===== src/rtl/seg7_scan_driver.sv =====
// Four-digit common-anode 7-segment scan driver: synchronises the BCD digits,
// takes a tear-free per-frame snapshot, and multiplexes anodes with a dark guard interval.
module seg7_scan_driver #(
    parameter int CLK_HZ       = 100_000_000,
    parameter int REFRESH_HZ   = 1000,
    parameter int GUARD_CYCLES = 16,
    parameter int DP_DIGIT     = 1
) (
    input  logic       clk_100MHz,
    input  logic       rst_n,
    input  logic [3:0] ones,
    input  logic [3:0] tens,
    input  logic [3:0] hundreds,
    input  logic [3:0] thousands,
    input  logic       blank_lz,
    output logic [6:0] seg,
    output logic       dp,
    output logic [3:0] an,
    output logic       frame_tick
);

    localparam int SLOT_CYCLES = CLK_HZ / REFRESH_HZ;
    localparam int CW = (SLOT_CYCLES > 1) ? $clog2(SLOT_CYCLES) : 1;
    localparam logic [CW-1:0] SLOT_LAST = CW'(SLOT_CYCLES - 1);
    localparam logic [CW-1:0] GUARD_END = CW'(GUARD_CYCLES);
    localparam logic [1:0]    DP_IDX    = 2'(DP_DIGIT);

    logic [15:0]   word;
    logic [15:0]   sync_q1;
    logic [15:0]   sync_q2;
    logic [15:0]   stable_q;
    logic [15:0]   shadow_q;
    logic          pending_q;
    logic [CW-1:0] slot_cnt;
    logic [1:0]    digit_idx;

    logic          slot_wrap;
    logic          frame_wrap;
    logic          capture;
    logic          in_guard;
    logic [3:0]    cur_digit;
    logic [3:0]    blank_vec;
    logic [3:0]    an_d;
    logic [6:0]    seg_d;
    logic          dp_d;

    assign word = {thousands, hundreds, tens, ones};

    function automatic logic [6:0] bcd_to_seg(input logic [3:0] d);
        case (d)
            4'd0:    return 7'b1000000;
            4'd1:    return 7'b1111001;
            4'd2:    return 7'b0100100;
            4'd3:    return 7'b0110000;
            4'd4:    return 7'b0011001;
            4'd5:    return 7'b0010010;
            4'd6:    return 7'b0000010;
            4'd7:    return 7'b1111000;
            4'd8:    return 7'b0000000;
            4'd9:    return 7'b0010000;
            default: return 7'b0111111;
        endcase
    endfunction

    // The digits come from a slow, unrelated clock; stable_q lets us see two equal samples in a row.
    always_ff @(posedge clk_100MHz or posedge rst_n) begin
        if (rst_n) begin
            sync_q1  <= '0;
            sync_q2  <= '0;
            stable_q <= '0;
        end else begin
            sync_q1  <= word;
            sync_q2  <= sync_q1;
            stable_q <= sync_q2;
        end
    end

    assign slot_wrap  = (slot_cnt == SLOT_LAST);
    assign frame_wrap = slot_wrap && (digit_idx == 2'd3);
    assign capture    = pending_q && (sync_q2 == stable_q);
    assign in_guard   = (slot_cnt < GUARD_END);

    always_ff @(posedge clk_100MHz or posedge rst_n) begin
        if (rst_n) begin
            slot_cnt  <= '0;
            digit_idx <= 2'd0;
        end else begin
            slot_cnt <= slot_wrap ? '0 : slot_cnt + 1'b1;
            if (slot_wrap) begin
                digit_idx <= digit_idx + 2'd1;
            end
        end
    end

    // A frame wrap re-arms the snapshot even if the capture of the previous frame never happened.
    always_ff @(posedge clk_100MHz or posedge rst_n) begin
        if (rst_n) begin
            shadow_q  <= '0;
            pending_q <= 1'b1;
        end else begin
            if (capture) begin
                shadow_q <= sync_q2;
            end
            if (frame_wrap) begin
                pending_q <= 1'b1;
            end else if (capture) begin
                pending_q <= 1'b0;
            end
        end
    end

    always_comb begin
        cur_digit = shadow_q[3:0];
        case (digit_idx)
            2'd0:    cur_digit = shadow_q[3:0];
            2'd1:    cur_digit = shadow_q[7:4];
            2'd2:    cur_digit = shadow_q[11:8];
            default: cur_digit = shadow_q[15:12];
        endcase
    end

    // Walk down from the thousands digit; a digit left of the point blanks only while everything above it is zero.
    always_comb begin : blank_calc
        logic all_zero;
        all_zero  = 1'b1;
        blank_vec = '0;
        for (int k = 3; k >= 0; k--) begin
            all_zero = all_zero & (shadow_q[4*k +: 4] == 4'd0);
            if (k > DP_DIGIT) begin
                blank_vec[k] = blank_lz & all_zero;
            end
        end
    end

    always_comb begin
        an_d  = 4'hF;
        seg_d = 7'h7F;
        dp_d  = 1'b1;
        if (!in_guard && !blank_vec[digit_idx]) begin
            an_d  = ~(4'b0001 << digit_idx);
            seg_d = bcd_to_seg(cur_digit);
            dp_d  = (digit_idx != DP_IDX);
        end
    end

    always_ff @(posedge clk_100MHz or posedge rst_n) begin
        if (rst_n) begin
            an         <= 4'hF;
            seg        <= 7'h7F;
            dp         <= 1'b1;
            frame_tick <= 1'b0;
        end else begin
            an         <= an_d;
            seg        <= seg_d;
            dp         <= dp_d;
            frame_tick <= capture;
        end
    end

endmodule


===== config.mk =====
export PLATFORM = sky130hd
export DESIGN_NAME = seg7_scan_driver
export DESIGN_NICKNAME = d
export VERILOG_FILES = /design/src/rtl/seg7_scan_driver.sv
export SDC_FILE = /design/constraint.sdc
export NUM_CORES = 1
export LEC_CHECK = 0
export CORE_ASPECT_RATIO = 2
export CORE_MARGIN = 5
export CORE_UTILIZATION = 40
export CTS_CLUSTER_DIAMETER = 60
export CTS_CLUSTER_SIZE = 28
export DETAILED_ROUTE_END_ITERATION = 16
export SYNTH_ARGS = -nofsm -noshare
export SYNTH_HDL_FRONTEND = slang
export SYNTH_SLANG_ARGS = --single-unit

===== constraint.sdc =====
create_clock -name clk_100MHz -period 4.1 [get_ports clk_100MHz]
set_clock_uncertainty 0.05 [all_clocks]
set_input_delay 0.615 -clock clk_100MHz [delete_from_list [all_inputs] [get_ports clk_100MHz]]
set_output_delay 0.615 -clock clk_100MHz [all_outputs]
set_load 0.02 [all_outputs]

==> out/qor.csv <==
metric,value,unit
status,"complete, no violations",
"count leader, synth",dfrtp_1,
final period utilization,52.07,%
Post-synth top cells,"dfrtp_1 (84), xnor2_1 (25), nand2_1 (19)",
Mapped Area,3626,um2
vias in the first global route,2213,
"Seq/Total Area, Yosys",66.67,%
via count,2071,
met2 global-route usage,22.67,%
number of setup buffers added after CTS,0,
required time of the critical path,4.22,ns
Layout area overhead,19.63,%
Worst-Margin Slew,0.8826,ns
reg2reg start,slot_cnt[0]$_DFF_PP0_,
Final Util,48.46,%
CP Cell Sequence,ha_1 > and4_1 > nand2_1 > nor3_2 > o21ai_0,
Max Clock Freq,468.4,MHz
first-pass GRT wire length,10810,um
Most used DFF post-synth,dfrtp_1,
Area contributors post-synth,"dfrtp_1 (58%), dfstp_2 (8.7%), xnor2_1 (6.0%), mux2_4 (3.7%), ha_1 (3.1%)",
nets,326,
layout cells sized above 1,16.56,%
Post-Syn Nets,287,
GR peak layer,met2,
Yosys reg bits,96,
routability congestion estimate,0.8405,
CTS tree,built,
Pre-antenna DRT Iters,5,
routing usage on met1,12.32,%
# port buffers,31,
Vias/cell,5.126,
I/O pins,32,
die area,11180,um2
final setup fails,0,
maximum vdd drop,227.1,uV
ANT cells,0,
Syn Area/Cell,14.00,um2
Horiz. Die Dim,77.33,um
Worst Setup Path Type,register to register,
die height,144.6,um
final hold violations,0,
Remaining DRCs,0,
cell row count,49,
signal arrival time at the worst endpoint,2.26,ns
critical path's slowest cell,nor3_2,
initial antenna violation count,0,
drt total wl,6519,um
largest net degree at the start of global routing,48,
Mapped Cells,259,
clk_lat worst skew,0.33,ns
Critical Path Sink Type,register,
worst-path fanout max,13,
worst stage delay on the critical path,0.74,ns
# Max-Cap Violations,0,
Min-Delay Path Class,register to register,
Rel. slew slack,40.84,%
maximum clock insertion buffer count,2,
worst setup path startpoint,slot_cnt[0]$_DFF_PP0_,
min-delay src,sync_q1[8]$_DFF_PP0_,
"area leader, netlist",dfrtp_1,
nature of the critical path startpoint,register,
Post-Route Setup TNS,0,ns
Pleak,1.944,nW
Ys Warns,0,
clk root buf,clkbuf_16,
H-tree depth,3,
clock buffer count from CTS,9,
CORE AREA,8951,um2
Filler cells,780,
Initial Util,40.51,%
DP HPWL,4862,um
Final Critical Period,2.135,ns
Netlist cell types,40,
grt ovf,0,
clock transition at the registers of the reported paths,0.06,ns
area fraction of the dominant cell type after synthesis,57.97,%
CTS resizes,0,
RSZ-0062 raised after global routing,false,
drt initial violations,140,
asr flop ratio synth,100.0,%
GR Util All Layers,12.66,%
Routed Antenna Nets,0,
routed len/inst,16.14,um
cts hold-fix bufs,0,
max-slew violations,0,
CTS Sinks,96,
met3 usage,2.993,%
number of flops mapped to enable cells by yosys,0,
PD cells,426.4,nW/um2
## logic make-up (layout without fill, tap and decap cells)
kind of cell               count (synthesis)  after routing  synth area share (%)
DFF                                       96             96                 66.67
and+or+nand+nor                           66             66                 9.524
xor gates and xnor gates                  32             32                 7.730
AOI/OAI and AO/OA                         21             21                 4.175
muxes                                     19             19                 6.798
buffers and inverters                     16             59                 2.001
adders and majority gates                  9              9                 3.106
## critical path, delay by kind of cell (launching register included)
| kind | cells | cell delay [ns] |
|---|---|---|
| DFF | 1 | 0.39 |
| adders and majority gates | 1 | 0.24 |
| and+or+nand+nor | 3 | 1.10 |
| AOI/OAI and AO/OA | 1 | 0.19 |
## flip-flops by register name (all words and copies together), names as in the netlist
register    flops
slot_cnt       17
shadow_q       16
stable_q       16
sync_q1        16
sync_q2        16
seg             7
an              4
digit_idx       2
frame_tick      1
pending_q       1
## path summary, 6_finish.rpt
kind	end	slack, ns	cells after the start
worst max-delay path	digit_idx[1]$_DFFE_PP0N_	1.97	5
worst min-delay path	sync_q2[8]$_DFF_PP0_	0.29	0
worst max register to register	digit_idx[1]$_DFFE_PP0N_	1.97	5
worst min register to register	sync_q2[8]$_DFF_PP0_	0.29	0
max in group asynchronous	sync_q1[9]$_DFF_PP0_	2.62	3
min in group asynchronous	stable_q[1]$_DFF_PP0_	0.52	2
## report_power, final
part / internal, mW / total (mW) / switching (mW) / leakage (nW)
Combinational: 0.0272 / 0.0531 / 0.0258 / 0.633
Sequential: 0.972 / 0.986 / 0.0138 / 1.17
Clock: 0.485 / 0.811 / 0.326 / 0.139
Total: 1.48 / 1.85 / 0.366 / 1.94
## layout make-up
cell class,count,area [um2],share of cell area [%]
Clock inverter,3,42.54,0.9807
Inverter,11,42.54,0.9807
Multi-Input combinational cell,147,1136,26.19
Clock buffer,12,246.5,5.682
Tap cell,102,127.6,2.942
Sequential cell,96,2417,55.73
Timing Repair Buffer,33,325.3,7.499
## routing by layer
metal	part of all wire, %	vias up
met5	0	-
met4	5.6	0
met2	54	46
li1	-	967
met1	36	1035
met3	3.7	23
## per-stage QoR
step	hold WS (ns)	area [um2]	worst slack, ns	power, mW	std cells
global placement	0.2820	4049	2.001	1.058	389
CTS	0.3000	4338	1.914	1.876	404
detailed placement	0.2856	4049	1.961	1.060	389
finish	0.2948	4338	1.965	1.850	404
global route	0.3085	4338	1.810	1.926	404
floorplan	0.2812	3626	0.9495	1.028	259
## cell usage in the layout, fill, tap and decap left out, types with 2 or more instances in the layout
cell	count
clkbuf_1	2
nand2_1	19
nand3_1	9
mux2_2	9
o211ai_1	2
mux2_4	9
buf_4	2
inv_1	10
clkbuf_16	9
nor4_1	4
nand4_1	9
o21ai_0	5
a222oi_1	2
a22oi_1	3
clkdlybuf4s50_1	31
nor3_1	3
dfstp_2	12
clkinv_2	2
ha_1	9
a21oi_1	2
dfrtp_1	84
xnor2_1	25
xor2_1	7
nor2_1	13
No activity file was read; power rests on OpenSTA's default activity.
